File: config.mk
export PLATFORM = sky130hd
export DESIGN_NAME = i2c_reg_sender
export DESIGN_NICKNAME = d
export VERILOG_FILES = /design/src/rtl/i2c_sender_pkg.sv /design/src/rtl/i2c_reg_sender_sb_bus_ctrl.sv /design/src/rtl/i2c_reg_sender.sv
export SDC_FILE = /design/constraint.sdc
export NUM_CORES = 1
export LEC_CHECK = 0
export ABC_AREA = 1
export BUFFER_PORTS_ARGS = -buffer_cell sky130_fd_sc_hd__buf_2
export CELL_PAD_IN_SITES_DETAIL_PLACEMENT = 1
export CELL_PAD_IN_SITES_GLOBAL_PLACEMENT = 1
export CORE_MARGIN = 8
export CORE_UTILIZATION = 25
export CTS_CLUSTER_DIAMETER = 150
export DETAILED_ROUTE_END_ITERATION = 6
export GPL_ROUTABILITY_DRIVEN = 0
export PLACE_DENSITY_LB_ADDON = 0.1
export SLEW_MARGIN = 20
export SYNTH_ARGS = -nofsm -noshare
export SYNTH_HDL_FRONTEND = slang
export SYNTH_SLANG_ARGS = --single-unit
export TNS_END_PERCENT = 50
File: constraint.sdc
create_clock -name clock -period 1.8 [get_ports clock]
set_clock_uncertainty 0.2 [all_clocks]
set_input_delay 0.18 -clock clock [delete_from_list [all_inputs] [get_ports clock]]
set_output_delay 0.18 -clock clock [all_outputs]
set_load 0.05 [all_outputs]
File: src/rtl/i2c_sender_pkg.sv
// i2c_sender_pkg
//   Shared definitions for the SB_I2C init-time register writer:
//   SB_I2C register offsets (sbadr[3:0]), CMDR command bytes, the bus FSM
//   state encoding and the write ROM (rom_entry).
//   Optional feature macro used by the design: I2C_SENDER_STATUS_POLL_EN.
package i2c_sender_pkg;

    // SB_I2C register offsets, low nibble of sbadr
    localparam logic [3:0] REG_CR1   = 4'h8;
    localparam logic [3:0] REG_CMDR  = 4'h9;
    localparam logic [3:0] REG_BRLSB = 4'hA;
    localparam logic [3:0] REG_BRMSB = 4'hB;
    localparam logic [3:0] REG_SR    = 4'hC;
    localparam logic [3:0] REG_TXDR  = 4'hD;

    localparam logic [7:0] CR1_EN     = 8'h80;
    localparam logic [7:0] CMD_STA_WR = 8'h94;  // STA | WR | CKSDIS
    localparam logic [7:0] CMD_WR     = 8'h14;  // WR | CKSDIS
    localparam logic [7:0] CMD_STO    = 8'h44;  // STO | CKSDIS

    localparam int SR_TRRDY_BIT = 2;

    typedef enum logic [1:0] {
        BUS_IDLE     = 2'd0,
        BUS_SETUP    = 2'd1,
        BUS_WAIT_ACK = 2'd2,
        BUS_DONE     = 2'd3
    } bus_state_e;

    typedef struct packed {
        logic [6:0] slave;
        logic [7:0] rgst;
        logic [7:0] data;
    } rom_entry_t;

    // Register writes played after the IP is configured.
    function automatic rom_entry_t rom_entry(input logic [7:0] k);
        rom_entry_t e;
        case (k)
            8'd0:    e = '{slave: 7'h3C, rgst: 8'h12, data: 8'h80};
            8'd1:    e = '{slave: 7'h3C, rgst: 8'h11, data: 8'h01};
            8'd2:    e = '{slave: 7'h3C, rgst: 8'h0C, data: 8'h04};
            8'd3:    e = '{slave: 7'h3C, rgst: 8'h3A, data: 8'h0D};
            default: e = '{slave: 7'h3C, rgst: 8'h00, data: 8'h00};
        endcase
        return e;
    endfunction

endpackage

File: src/rtl/i2c_reg_sender_sb_bus_ctrl.sv
// sb_bus_ctrl
//   Single-transaction System Bus master for the SB_I2C hard IP.
//   IDLE -> SETUP -> WAIT_ACK (until sback) -> DONE (done pulse) -> IDLE.
//   No timeout: a missing sback stalls in WAIT_ACK with outputs held.
// Ports
//   clock, reset           : clock, asynchronous active-high reset
//   req, req_rw, req_adr,
//   req_dat                : request, accepted only in IDLE
//   sback, sbdat_in        : SB acknowledge and read data from the IP
//   sbstb, sbrw, sbadr,
//   sbdat_out              : SB master outputs (registered)
//   rd_data                : read data captured on acknowledge
//   done                   : one-cycle pulse while in DONE
module sb_bus_ctrl
    import i2c_sender_pkg::*;
(
    input  logic       clock,
    input  logic       reset,
    input  logic       req,
    input  logic       req_rw,
    input  logic [7:0] req_adr,
    input  logic [7:0] req_dat,
    input  logic       sback,
    input  logic [7:0] sbdat_in,
    output logic       sbstb,
    output logic       sbrw,
    output logic [7:0] sbadr,
    output logic [7:0] sbdat_out,
    output logic [7:0] rd_data,
    output logic       done
);

    bus_state_e state, state_d;
    logic       sbstb_q, sbstb_d;
    logic       sbrw_q, sbrw_d;
    logic [7:0] sbadr_q, sbadr_d;
    logic [7:0] sbdat_q, sbdat_d;
    logic [7:0] rd_q, rd_d;

    always_ff @(posedge clock or posedge reset) begin
        if (reset) begin
            state   <= BUS_IDLE;
            sbstb_q <= 1'b0;
            sbrw_q  <= 1'b0;
            sbadr_q <= 8'h00;
            sbdat_q <= 8'h00;
            rd_q    <= 8'h00;
        end else begin
            state   <= state_d;
            sbstb_q <= sbstb_d;
            sbrw_q  <= sbrw_d;
            sbadr_q <= sbadr_d;
            sbdat_q <= sbdat_d;
            rd_q    <= rd_d;
        end
    end

    // The strobe register is set on entry to SETUP and cleared on entry to
    // DONE, so it is high for exactly SETUP and WAIT_ACK.
    always_comb begin
        state_d = state;
        sbstb_d = sbstb_q;
        sbrw_d  = sbrw_q;
        sbadr_d = sbadr_q;
        sbdat_d = sbdat_q;
        rd_d    = rd_q;
        case (state)
            BUS_IDLE: begin
                if (req) begin
                    sbadr_d = req_adr;
                    sbdat_d = req_dat;
                    sbrw_d  = req_rw;
                    sbstb_d = 1'b1;
                    state_d = BUS_SETUP;
                end
            end
            BUS_SETUP: state_d = BUS_WAIT_ACK;
            BUS_WAIT_ACK: begin
                if (sback) begin
                    rd_d    = sbdat_in;
                    sbstb_d = 1'b0;
                    state_d = BUS_DONE;
                end
            end
            BUS_DONE: state_d = BUS_IDLE;
            default:  state_d = BUS_IDLE;
        endcase
    end

    assign sbstb     = sbstb_q;
    assign sbrw      = sbrw_q;
    assign sbadr     = sbadr_q;
    assign sbdat_out = sbdat_q;
    assign rd_data   = rd_q;
    assign done      = (state == BUS_DONE);

endmodule

File: src/rtl/i2c_reg_sender.sv
// i2c_reg_sender
//   Init-time I2C register writer for the iCE40UP SB_I2C hard IP. Enables the
//   IP, sets the SCL prescale, then turns every ROM entry into one I2C write
//   (START+addr/W, reg, data, STOP) and idles forever once done.
//   Macro I2C_SENDER_STATUS_POLL_EN: byte waits poll I2CSR.TRRDY over SB reads;
//   otherwise each byte wait is a fixed WAIT_CYCLES idle period (writes only).
// Ports
//   clock, reset          : system clock, asynchronous active-high reset
//   sbdat_from_peripheral : SB read data      sback : SB acknowledge
//   i2c_irq, i2c_wkup     : unused IP outputs
//   sbclk                 : SB clock (= clock)
//   sbrw, sbstb, sbadr,
//   sbdat_to_peripheral   : SB master outputs
module i2c_reg_sender
    import i2c_sender_pkg::*;
#(
    parameter logic [3:0] SB_IP_SEL   = 4'h1,
    parameter logic [9:0] PRESCALE    = 10'd5,
    parameter int         NUM_WRITES  = 4,
    parameter int         WAIT_CYCLES = 200
) (
    input  logic       clock,
    input  logic       reset,
    input  logic [7:0] sbdat_from_peripheral,
    input  logic       sback,
    input  logic       i2c_irq,
    input  logic       i2c_wkup,
    output logic       sbclk,
    output logic       sbrw,
    output logic       sbstb,
    output logic [7:0] sbadr,
    output logic [7:0] sbdat_to_peripheral
);

    typedef enum logic [1:0] {SQ_ISSUE, SQ_BUSY, SQ_DELAY, SQ_FIN} seq_state_e;

    localparam logic [7:0]  LAST_ENTRY = 8'(NUM_WRITES - 1);
    localparam logic [15:0] WAIT_LAST  = 16'(WAIT_CYCLES - 1);
    localparam logic [3:0]  LAST_STEP  = 4'd12;
    localparam logic [3:0]  FIRST_ENTRY_STEP = 4'd3;

    seq_state_e seq_q, seq_d;
    logic [3:0]  step_q, step_d;    // 0..2 IP config, 3..12 one ROM entry
    logic [7:0]  entry_q, entry_d;
    logic [15:0] cnt_q, cnt_d;

    logic       req, req_rw, done, advance;
    logic [7:0] req_adr, req_dat, rd_data;
    logic       step_wait;
    logic [3:0] step_reg;
    logic [7:0] step_dat;
    rom_entry_t ent;

    assign ent   = rom_entry(entry_q);
    assign sbclk = clock;

    // Micro-program: register/data for each step, or a byte wait.
    always_comb begin
        step_wait = 1'b0;
        step_reg  = REG_CMDR;
        step_dat  = CMD_STO;
        case (step_q)
            4'd0:  begin step_reg = REG_CR1;   step_dat = CR1_EN;                  end
            4'd1:  begin step_reg = REG_BRLSB; step_dat = PRESCALE[7:0];           end
            4'd2:  begin step_reg = REG_BRMSB; step_dat = {6'b0, PRESCALE[9:8]};   end
            4'd3:  begin step_reg = REG_TXDR;  step_dat = {ent.slave, 1'b0};       end
            4'd4:  begin step_reg = REG_CMDR;  step_dat = CMD_STA_WR;              end
            4'd6:  begin step_reg = REG_TXDR;  step_dat = ent.rgst;                end
            4'd7:  begin step_reg = REG_CMDR;  step_dat = CMD_WR;                  end
            4'd9:  begin step_reg = REG_TXDR;  step_dat = ent.data;                end
            4'd10: begin step_reg = REG_CMDR;  step_dat = CMD_WR;                  end
            4'd5, 4'd8, 4'd11: begin
                step_wait = 1'b1;
                step_reg  = REG_SR;
                step_dat  = 8'h00;
            end
            default: begin step_reg = REG_CMDR; step_dat = CMD_STO; end
        endcase
    end

    always_ff @(posedge clock or posedge reset) begin
        if (reset) begin
            seq_q   <= SQ_ISSUE;
            step_q  <= 4'd0;
            entry_q <= 8'd0;
            cnt_q   <= 16'd0;
        end else begin
            seq_q   <= seq_d;
            step_q  <= step_d;
            entry_q <= entry_d;
            cnt_q   <= cnt_d;
        end
    end

    always_comb begin
        seq_d   = seq_q;
        step_d  = step_q;
        entry_d = entry_q;
        cnt_d   = cnt_q;
        req     = 1'b0;
        req_rw  = 1'b1;
        req_adr = {SB_IP_SEL, step_reg};
        req_dat = step_dat;
        advance = 1'b0;
        case (seq_q)
            SQ_ISSUE: begin
                if (step_wait) begin
`ifdef I2C_SENDER_STATUS_POLL_EN
                    req    = 1'b1;
                    req_rw = 1'b0;
                    seq_d  = SQ_BUSY;
`else
                    cnt_d  = 16'd0;
                    seq_d  = SQ_DELAY;
`endif
                end else begin
                    req   = 1'b1;
                    seq_d = SQ_BUSY;
                end
            end
            SQ_BUSY: begin
                if (done) begin
`ifdef I2C_SENDER_STATUS_POLL_EN
                    // Status read without TRRDY: read I2CSR again.
                    if (step_wait && !rd_data[SR_TRRDY_BIT]) seq_d = SQ_ISSUE;
                    else                                      advance = 1'b1;
`else
                    advance = 1'b1;
`endif
                end
            end
            SQ_DELAY: begin
                if (cnt_q == WAIT_LAST) advance = 1'b1;
                else                    cnt_d = cnt_q + 16'd1;
            end
            default: ;
        endcase

        if (advance) begin
            if (step_q == LAST_STEP) begin
                if (entry_q == LAST_ENTRY) begin
                    seq_d = SQ_FIN;
                end else begin
                    entry_d = entry_q + 8'd1;
                    step_d  = FIRST_ENTRY_STEP;
                    seq_d   = SQ_ISSUE;
                end
            end else begin
                step_d = step_q + 4'd1;
                seq_d  = SQ_ISSUE;
            end
        end
    end

    sb_bus_ctrl sbc (
        .clock     (clock),
        .reset     (reset),
        .req       (req),
        .req_rw    (req_rw),
        .req_adr   (req_adr),
        .req_dat   (req_dat),
        .sback     (sback),
        .sbdat_in  (sbdat_from_peripheral),
        .sbstb     (sbstb),
        .sbrw      (sbrw),
        .sbadr     (sbadr),
        .sbdat_out (sbdat_to_peripheral),
        .rd_data   (rd_data),
        .done      (done)
    );

    // IP interrupt/wakeup are intentionally ignored; read data only matters
    // when status polling is built in.
    logic unused_inputs;
    assign unused_inputs = &{1'b0, i2c_irq, i2c_wkup, rd_data};

endmodule

## Yosys cells after proc, flatten, opt, wreduce, memory -nomap -nowiden

Cells that the tools add are included.

- $add $sub $neg: 3
- Multiply operators: 0
- Div/mod/pow operators: 0
- $lt $le $gt $ge: 0
- Equality and inequality tests: 26
- Shift-type cells: 0
- Muxes and demuxes: 25
- Bitwise gates (word level): 1
- Reductions and logical operators: 17

Operators with widths:

| operator | number |
|---|---|
| $pmux W8 S8 | 1 |
| $pmux W14 S4 | 1 |
| $mux W16 | 2 |
| $pmux W16 S2 | 1 |
| $eq A4 B4 Y1 const B | 5 |
| $add A16 B1 Y16 const B | 1 |
| $eq A16 B8 Y1 const B | 1 |
| $eq A4 B3 Y1 const B | 4 |
| $eq A8 B2 Y1 const B | 2 |
| $pmux W3 S5 | 1 |
| $mux W2 | 7 |
| $ne A2 B2 Y1 const B | 5 |
| $reduce_and A3 Y1 | 3 |
| $add A8 B1 Y8 const B | 1 |
| $eq A4 B2 Y1 const B | 2 |
| $eq A8 B1 Y1 const B | 1 |
| $logic_not A8 Y1 | 1 |
| $mux W4 | 2 |
| $pmux W2 S4 | 1 |
| $mux W1 | 7 |
| $eq A2 B2 Y1 const B | 3 |
| $reduce_and A2 Y1 | 3 |
| $reduce_bool A2 Y1 | 3 |
| $reduce_or A3 Y1 | 2 |
| 9 further kinds | 12 |

- Flip-flop bits (word level): 47
- Latch bits: 0
- RAM bits: 0
- Memory bits (read-only): 0
- Logic and storage cells: 81
- Memories: 0

## Longest topological paths before layout

Gate-level depths: netlist of the first run.

- Word-level depth: 7
- Mapped depth: 13
- Depth with buffers taken out: 12

## Hierarchy

From an unflattened synthesis of the first run, not the netlist that was laid out.

- Cells, all modules: 483
- Area total of the unflattened synthesis: 3477.1 sq um

Modules (own cells, without submodules):

| module | times used | cells an instance | area each (sq um) | sequential area each (sq um) |
|---|---|---|---|---|
| i2c_reg_sender | 1 | 350 | 2317.2 | 750.7 |
| sb_bus_ctrl | 1 | 133 | 1159.9 | 700.7 |

==> Implementation_results.wiki, run 1 <==
{| class="wikitable"
! Metric !! Value
|-
| Share of the clock period used by the worst path after layout || 0.996
|-
| Arrival time at the worst endpoint || 1.89 ns
|-
| Clock transition time at the flip-flop clock pins of the worst setup and hold paths || 0.07 ns
|-
| Overall Global Routing Usage || 0.116
|-
| Depth of the worst register-to-register path || 9
|-
| Reported net switching power || 2740 uW
|-
| Compound-cell area share of the yosys netlist || 0.0772
|-
| Max-slew violation total from the final report || 0
|-
| Largest family of logic cells by synthesized area || simple AND/OR/NAND/NOR gates
|-
| Starting density of the core || 0.255
|-
| Pin count of the biggest net entering global routing || 46
|-
| Worst hold slack || 0.160 ns
|-
| Final standard cell utilization of the core || 0.361
|-
| Grt total ovfl || 0
|-
| Type of the most critical hold path || in -> async
|-
| Register bit total from synthesis || 45
|-
| Antenna diode count || 0
|-
| Number of fill cells || 1,465
|-
| Post-route antenna net violation count || 0
|-
| Cell area after layout || 4330 sq um
|-
| P_int || 3500 uW
|-
| Final-stage net count || 540
|-
| Required arrival time at the worst endpoint || 1.89 ns
|-
| Minimum clock period || 1.79 ns
|-
| Placement Rows || 40
|-
| Top cell by count, worst path || nand2_1
|-
| Setup violation total in the final timing report || 0
|-
| Placed wire-length estimate || 6600 microns
|-
| Final hold violation count || 0
|-
| Horizontal die dimension || 127 microns
|-
| Sequential share of the synthesized area || 0.367
|-
| Dominant cells by area after synthesis || dfrtp_1 (37%), nand2_1 (18%), ha_1 (6.5%), nand3_1 (6.0%), nor2_1 (5.3%)
|-
| Later-pin clock latency in the skew report || 0.41 ns
|-
| Static Leak || 0.00213 uW
|-
| Combinational group share of total power || 0.536
|-
| Detailed-route wire length || 9140 microns
|-
| Core region area || 12,000 sq um
|-
| Layout cells sized above 1 || 0.341
|-
| Clock tree from TritonCTS || done
|-
| Antenna violations before repair || 0
|-
| Via-per-instance ratio || 4.56
|-
| Overall die height || 127 microns
|-
| Distinct cell type count of the synthesized netlist || 31
|-
| Count of routing violations after the opening detailed-route iteration || 128
|-
| Setup repair after global routing missed its margin || true
|-
| Class of the most critical setup path || reg -> reg
|-
| Count of TritonRoute iterations in the first routing pass || 4
|-
| Summed instance area of the synthesized netlist || 3060 sq um
|-
| Instance count of the mapped netlist || 430
|-
| Wire length of the first global-routing pass || 14,900 microns
|-
| Number of maximum-capacitance violations || 0
|-
| Number of synthesis warnings || 0
|-
| Worst voltage drop across the vdd grid || 0.440 mV
|-
| Switching part of the total || 0.439
|-
| Detailed-route wire length per cell || 13.9 microns
|-
| Area fraction in and, or, nand and nor cells after synthesis || 0.390
|-
| Max stage delay on crit path || 0.37 ns
|-
| Maximum fanout along the worst path || 7
|-
| Run status || completed
|-
| XOR/XNOR share of the synthesized area || 0.00857
|-
| Layout overhead on the synthesized area || 41.4%
|-
| Total negative setup slack || 0 ns
|-
| Pwr dens || 1440 nW/um^2
|-
| Mux share of post-synthesis cell area || 0
|-
| Biggest area consumer among synthesized cells || dfrtp_1
|-
| Fraction of the mapped netlist area in adder cells || 0.0653
|-
| Vias in the first global route || 2,976
|-
| CP endpoint kind || flip-flop
|-
| Die footprint || 16,100 sq um
|-
| Worst path cell trace || ha_2 -> nand2_1 -> inv_1 -> nand2_1 -> nor2_1 -> nand2_2 -> nand3_4 -> clkbuf_16 -> o21ai_1
|-
| Share of power burned in the clock network || 0.240
|-
| Syn avg cell area || 7.13 sq um
|-
| Placed cell area || 3680 sq um
|-
| I/O Buffers || 18
|-
| Slowest-stage cell, CP || dfrtp_1
|-
| Sequential fraction of design power || 0.225
|-
| Via count || 2,998
|-
| Total DRC errors in the routed layout || 0
|-
| Element type at the critical path start || flip-flop
|-
| Highest achievable clock rate || 558 MHz
|-
| Num ports || 32
|-
| Top-area cell type share of the netlist area || 0.367
|}
==> flip-flops by register name, indices dropped and copies added, names as in the netlist <==
register / count
cnt_q: 16
step_q: 4
seq_q: 2
sbc.state: 2
entry_q: 8
sbc.sbadr: 4
sbc.sbstb: 1
sbc.sbdat_out: 8
==> timing repair <==
item | in CTS | in global routing
hold endpoints to repair | 46 | 0
hold buffers | 2 | 0
gates resized for setup | 11 | 64
setup endpoints to repair | 18 | 45
setup buffers | 1 | 4
pin swaps | 4 | 19
gates cloned | 0 | 4
==> power by group through the flow <==
stage / sequential [uW] / combinational [uW] / clock [uW]
floorplan: 1810 / 1420 / 120
global placement: 1390 / 2620 / 106
detailed placement: 1400 / 2650 / 106
CTS: 1390 / 2710 / 1550
global route: 1450 / 3660 / 1580
finish: 1400 / 3350 / 1500
==> per-layer routing <==
metal,track usage,vias up,part of all wire
met4,0.0455,0,0.015
li1,-,1532,-
met5,0,-,0
met3,0.0339,8,0.040
met1,0.162,1429,0.52
met2,0.164,29,0.43
==> synthesized netlist by cell type <==
| library cell | number |
|---|---|
| nand2_1 | 148 |
| dfrtp_1 | 45 |
| nor2_1 | 43 |
| inv_1 | 42 |
| nand3_1 | 37 |
| nand4_1 | 20 |
| ha_1 | 16 |
| buf_4 | 10 |
| o21ai_0 | 10 |
| o21ai_1 | 9 |
| a21oi_1 | 7 |
| o21ai_2 | 7 |
| or2_2 | 5 |
| o21bai_1 | 4 |
| nand3_2 | 3 |
| nor2_2 | 3 |
| buf_2 | 2 |
| buf_6 | 2 |
| inv_2 | 2 |
| nand3_4 | 2 |
| nor3_1 | 2 |
| xnor2_1 | 2 |
| a21o_1 | 1 |
| clkbuf_1 | 1 |
| conb_1 | 1 |
| nand2_4 | 1 |
| nand3b_1 | 1 |
| nand4_2 | 1 |
| nor2_4 | 1 |
| o21a_1 | 1 |
| xor2_1 | 1 |
==> placed cells by master (no fill, tap or decap), types with 6 or more instances in the layout <==
cell type and instances:
a21oi_1 6, nand4_1 20, buf_4 54, nor2_2 11, o21ai_1 6, inv_2 6, o21ai_2 11, buf_2 18
clkbuf_16 11, nand3_1 32, inv_1 37, nor2_1 35, nand2_4 6, nand2_1 125, dfrtp_1 42, nand2_2 18
ha_1 9, o21ai_0 9
==> worst max-delay path, delay by kind of cell, from the launching register on <==
kind	cells	cell delay (ns)
AOI/OAI and AO/OA	1	0.07
and+or+nand+nor	5	0.57
DFF	1	0.37
buffers and inverters	2	0.27
adders and majority gates	1	0.18
==> cell families (layout without fill, tap and decap cells) <==
kind of cell | count (synthesis) | count (layout)
AO/OA/AOI/OAI | 39 | 39
XOR/XNOR | 3 | 3
adder cells (fa/ha/maj) | 16 | 16
buffers and inverters | 59 | 138
flip-flops | 45 | 45
other | 1 | 3
AND/OR/NAND/NOR | 267 | 267
==> worst paths after layout <==
check	endpoint	start	slack [ns]
max in group asynchronous	step_q[0]	reset	0.99
setup / recovery	cnt_q[14]	cnt_q[0]	0.007
min in group clock	sbc.sbdat_out[2]	sbc.sbdat_out[2]	0.27
hold / removal	sbc.sbdat_out[0]	reset	0.16
setup reg to reg	cnt_q[14]	cnt_q[0]	0.007
hold reg to reg	sbc.sbdat_out[2]	sbc.sbdat_out[2]	0.27
==> area by class of cell <==
cell class,instances,area (sq um),share of cell area
tap,147,184,0.0425
clock buffer,9,205,0.0474
clock inverter,2,35.0,0.00809
multi-input combinational,328,1920,0.443
inverter,44,168,0.0387
timing repair buffer,83,691,0.159
sequential,45,1130,0.261
==> metrics by stage <==
stage	total power, uW	instances	setup slack [ns]
floorplan	3340	432	0.0439
global placement	4110	637	-0.00158
detailed placement	4150	637	-0.0472
CTS	5660	650	-0.0108
global route	6690	658	-0.101
finish	6250	658	0.00701
Note: power is estimated with default switching activity, not from simulation.
==> run 2, diff against run 1 <==
==> constraint.sdc (replaced) <==
create_clock -name clock -period 1.8 [get_ports clock]
set_clock_uncertainty 0.2 [all_clocks]
set_input_delay 0.18 -clock clock [delete_from_list [all_inputs] [get_ports clock]]
set_output_delay 0.18 -clock clock [all_outputs]
set_load 0.1 [all_outputs]
==> run 2 against run 1 <==
Compared with the run above:
- setup slack worse by 0.0029 ns
- combinational power grew 16%
- register-to-register slack is essentially flat
- fmax shrank 0.16%
- sequential power hardly changed
- global-route usage barely moved
- critical path depth did not move
==> Implementation_results.wiki, run 2 (synthesized netlist as in run 1, its figures left out) <==
{| class="wikitable"
! Metric !! Value
|-
| Detailed-route wire length per cell || 13.9 microns
|-
| Type of the most critical hold path || in -> async
|-
| Number of fill cells || 1,464
|-
| Antenna diode count || 0
|-
| Worst R2R Setup Slack || 0.004 ns
|-
| Post-layout total power || 6990 uW
|-
| Layout overhead on the synthesized area || 42.0%
|-
| Static Leak || 0.00214 uW
|-
| Worst hold slack || 0.160 ns
|-
| Clock tree from TritonCTS || done
|-
| Setup repair after global routing missed its margin || true
|-
| Placed wire-length estimate || 6600 microns
|-
| CP endpoint kind || flip-flop
|-
| Pwr dens || 1610 nW/um^2
|-
| Num ports || 32
|-
| Horizontal die dimension || 127 microns
|-
| Top cell by count, worst path || nand2_1
|-
| Maximum fanout along the worst path || 7
|-
| Total DRC errors in the routed layout || 0
|-
| Number of maximum-capacitance violations || 0
|-
| Detailed-route wire length || 9170 microns
|-
| Class of the most critical setup path || reg -> reg
|-
| Later-pin clock latency in the skew report || 0.41 ns
|-
| Pin count of the biggest net entering global routing || 46
|-
| Starting density of the core || 0.255
|-
| Post-route antenna net violation count || 0
|-
| Highest achievable clock rate || 557 MHz
|-
| Grt total ovfl || 0
|-
| GRT busiest layer || met2
|-
| Final hold violation count || 0
|-
| Overall die height || 127 microns
|-
| Register name with the most flops || cnt_q
|-
| Total negative setup slack || 0 ns
|-
| Max-slew violation total from the final report || 0
|-
| Share of the clock period used by the worst path after layout || 0.998
|-
| Final-stage net count || 540
|-
| Via count || 2,999
|-
| Final cell count without fillers || 658
|-
| GR met3 Demand/Resource || 0.0344
|-
| Die footprint || 16,100 sq um
|-
| Overall Global Routing Usage || 0.117
|-
| Total placed cells including tap cells || 637
|-
| Met1 track demand over resource || 0.162
|-
| Count of buffering cells on the critical path with inverters included || 2
|-
| Required arrival time at the worst endpoint || 1.89 ns
|-
| Max stage delay on crit path || 0.37 ns
|-
| I/O Buffers || 18
|-
| Slowest-stage cell, CP || dfrtp_1
|-
| Cell class contributing the biggest share of worst-path delay || simple AND/OR/NAND/NOR gates
|-
| Vias in the first global route || 2,980
|-
| Via-per-instance ratio || 4.56
|-
| Largest register FFs || 16
|-
| Setup violation total in the final timing report || 0
|-
| Core region area || 12,000 sq um
|-
| Clock transition time at the flip-flop clock pins of the worst setup and hold paths || 0.07 ns
|-
| Count of routing violations after the opening detailed-route iteration || 121
|-
| Antenna violations before repair || 0
|-
| Minimum clock period || 1.80 ns
|-
| Wire length of the first global-routing pass || 15,000 microns
|-
| Worst path cell trace || ha_2 -> nand2_1 -> inv_1 -> nand2_1 -> nor2_1 -> nand2_2 -> nand3_4 -> clkbuf_16 -> o21ai_1
|-
| Run status || completed
|-
| Met2 demand-to-capacity share in global routing || 0.164
|-
| Worst voltage drop across the vdd grid || 0.579 mV
|-
| Element type at the critical path start || flip-flop
|-
| Most frequent standard cell in the layout excluding fill and tap cells || nand2_1
|-
| Placement Rows || 40
|-
| Layout cells sized above 1 || 0.341
|-
| Arrival time at the worst endpoint || 1.89 ns
|-
| Top library cells by usage in the layout, fill and taps aside || nand2_1 (125), buf_4 (54), dfrtp_1 (42), inv_1 (37), nor2_1 (35)
|-
| Count of TritonRoute iterations in the first routing pass || 4
|}
run 2: worst reg2reg max path, stage by stage (launching register included):
cell	delay, ns
dfrtp_1	0.37
ha_2	0.18
nand2_1	0.05
inv_1	0.07
nand2_1	0.06
nor2_1	0.14
nand2_2	0.12
nand3_4	0.21
clkbuf_16	0.21
o21ai_1	0.07
run 2: power by group:
part	internal [uW]	switching [uW]
clock	1030	660
sequential	1230	174
combinational	1330	2570
run 2: timing repair:
item	in CTS	in global routing
hold buffers	2	0
gates resized for setup	12	64
buffers inserted	1	4
hold endpoints to repair	46	0
pin swaps	4	19
endpoints found under the setup margin	19	45
gates cloned	0	4
run 2: area by class of cell:
cell class              count  area [sq um]  area share
repair buffers             83           691       0.159
clock buffers               9           225      0.0518
inverters                  44           168      0.0385
multi-input cells         328          1920       0.441
well taps                 147           184      0.0423
clock inverters             2          35.0     0.00805
flip-flops and latches     45          1130       0.260
run 2: worst paths after layout:
| check | start | endpoint | cells past startpoint |
|---|---|---|---|
| setup / recovery | cnt_q[0] | cnt_q[14] | 9 |
| hold / removal | reset | sbc.sbdat_out[0] | 4 |
| setup reg to reg | cnt_q[0] | cnt_q[14] | 9 |
| hold reg to reg | sbc.sbdat_out[2] | sbc.sbdat_out[2] | 2 |
| max in group asynchronous | reset | step_q[0] | 4 |
| min in group clock | sbc.sbdat_out[2] | sbc.sbdat_out[2] | 2 |
run 2: stage by stage:
stage / setup slack, ns / utilization / instance area [sq um]
finish: 0.00412 / 0.362 / 4350
floorplan: 0.0439 / - / 3070
detailed placement: -0.0472 / 0.307 / 3680
CTS: -0.0108 / 0.334 / 4010
global route: -0.101 / 0.362 / 4350
global placement: -0.00158 / 0.307 / 3680
run 2: routing by layer:
| metal | wire length [microns] | share of wire |
|---|---|---|
| met5 | 0 | 0 |
| met4 | 167 | 0.018 |
| met3 | 356 | 0.039 |
| met2 | 3910 | 0.43 |
| met1 | 4740 | 0.52 |
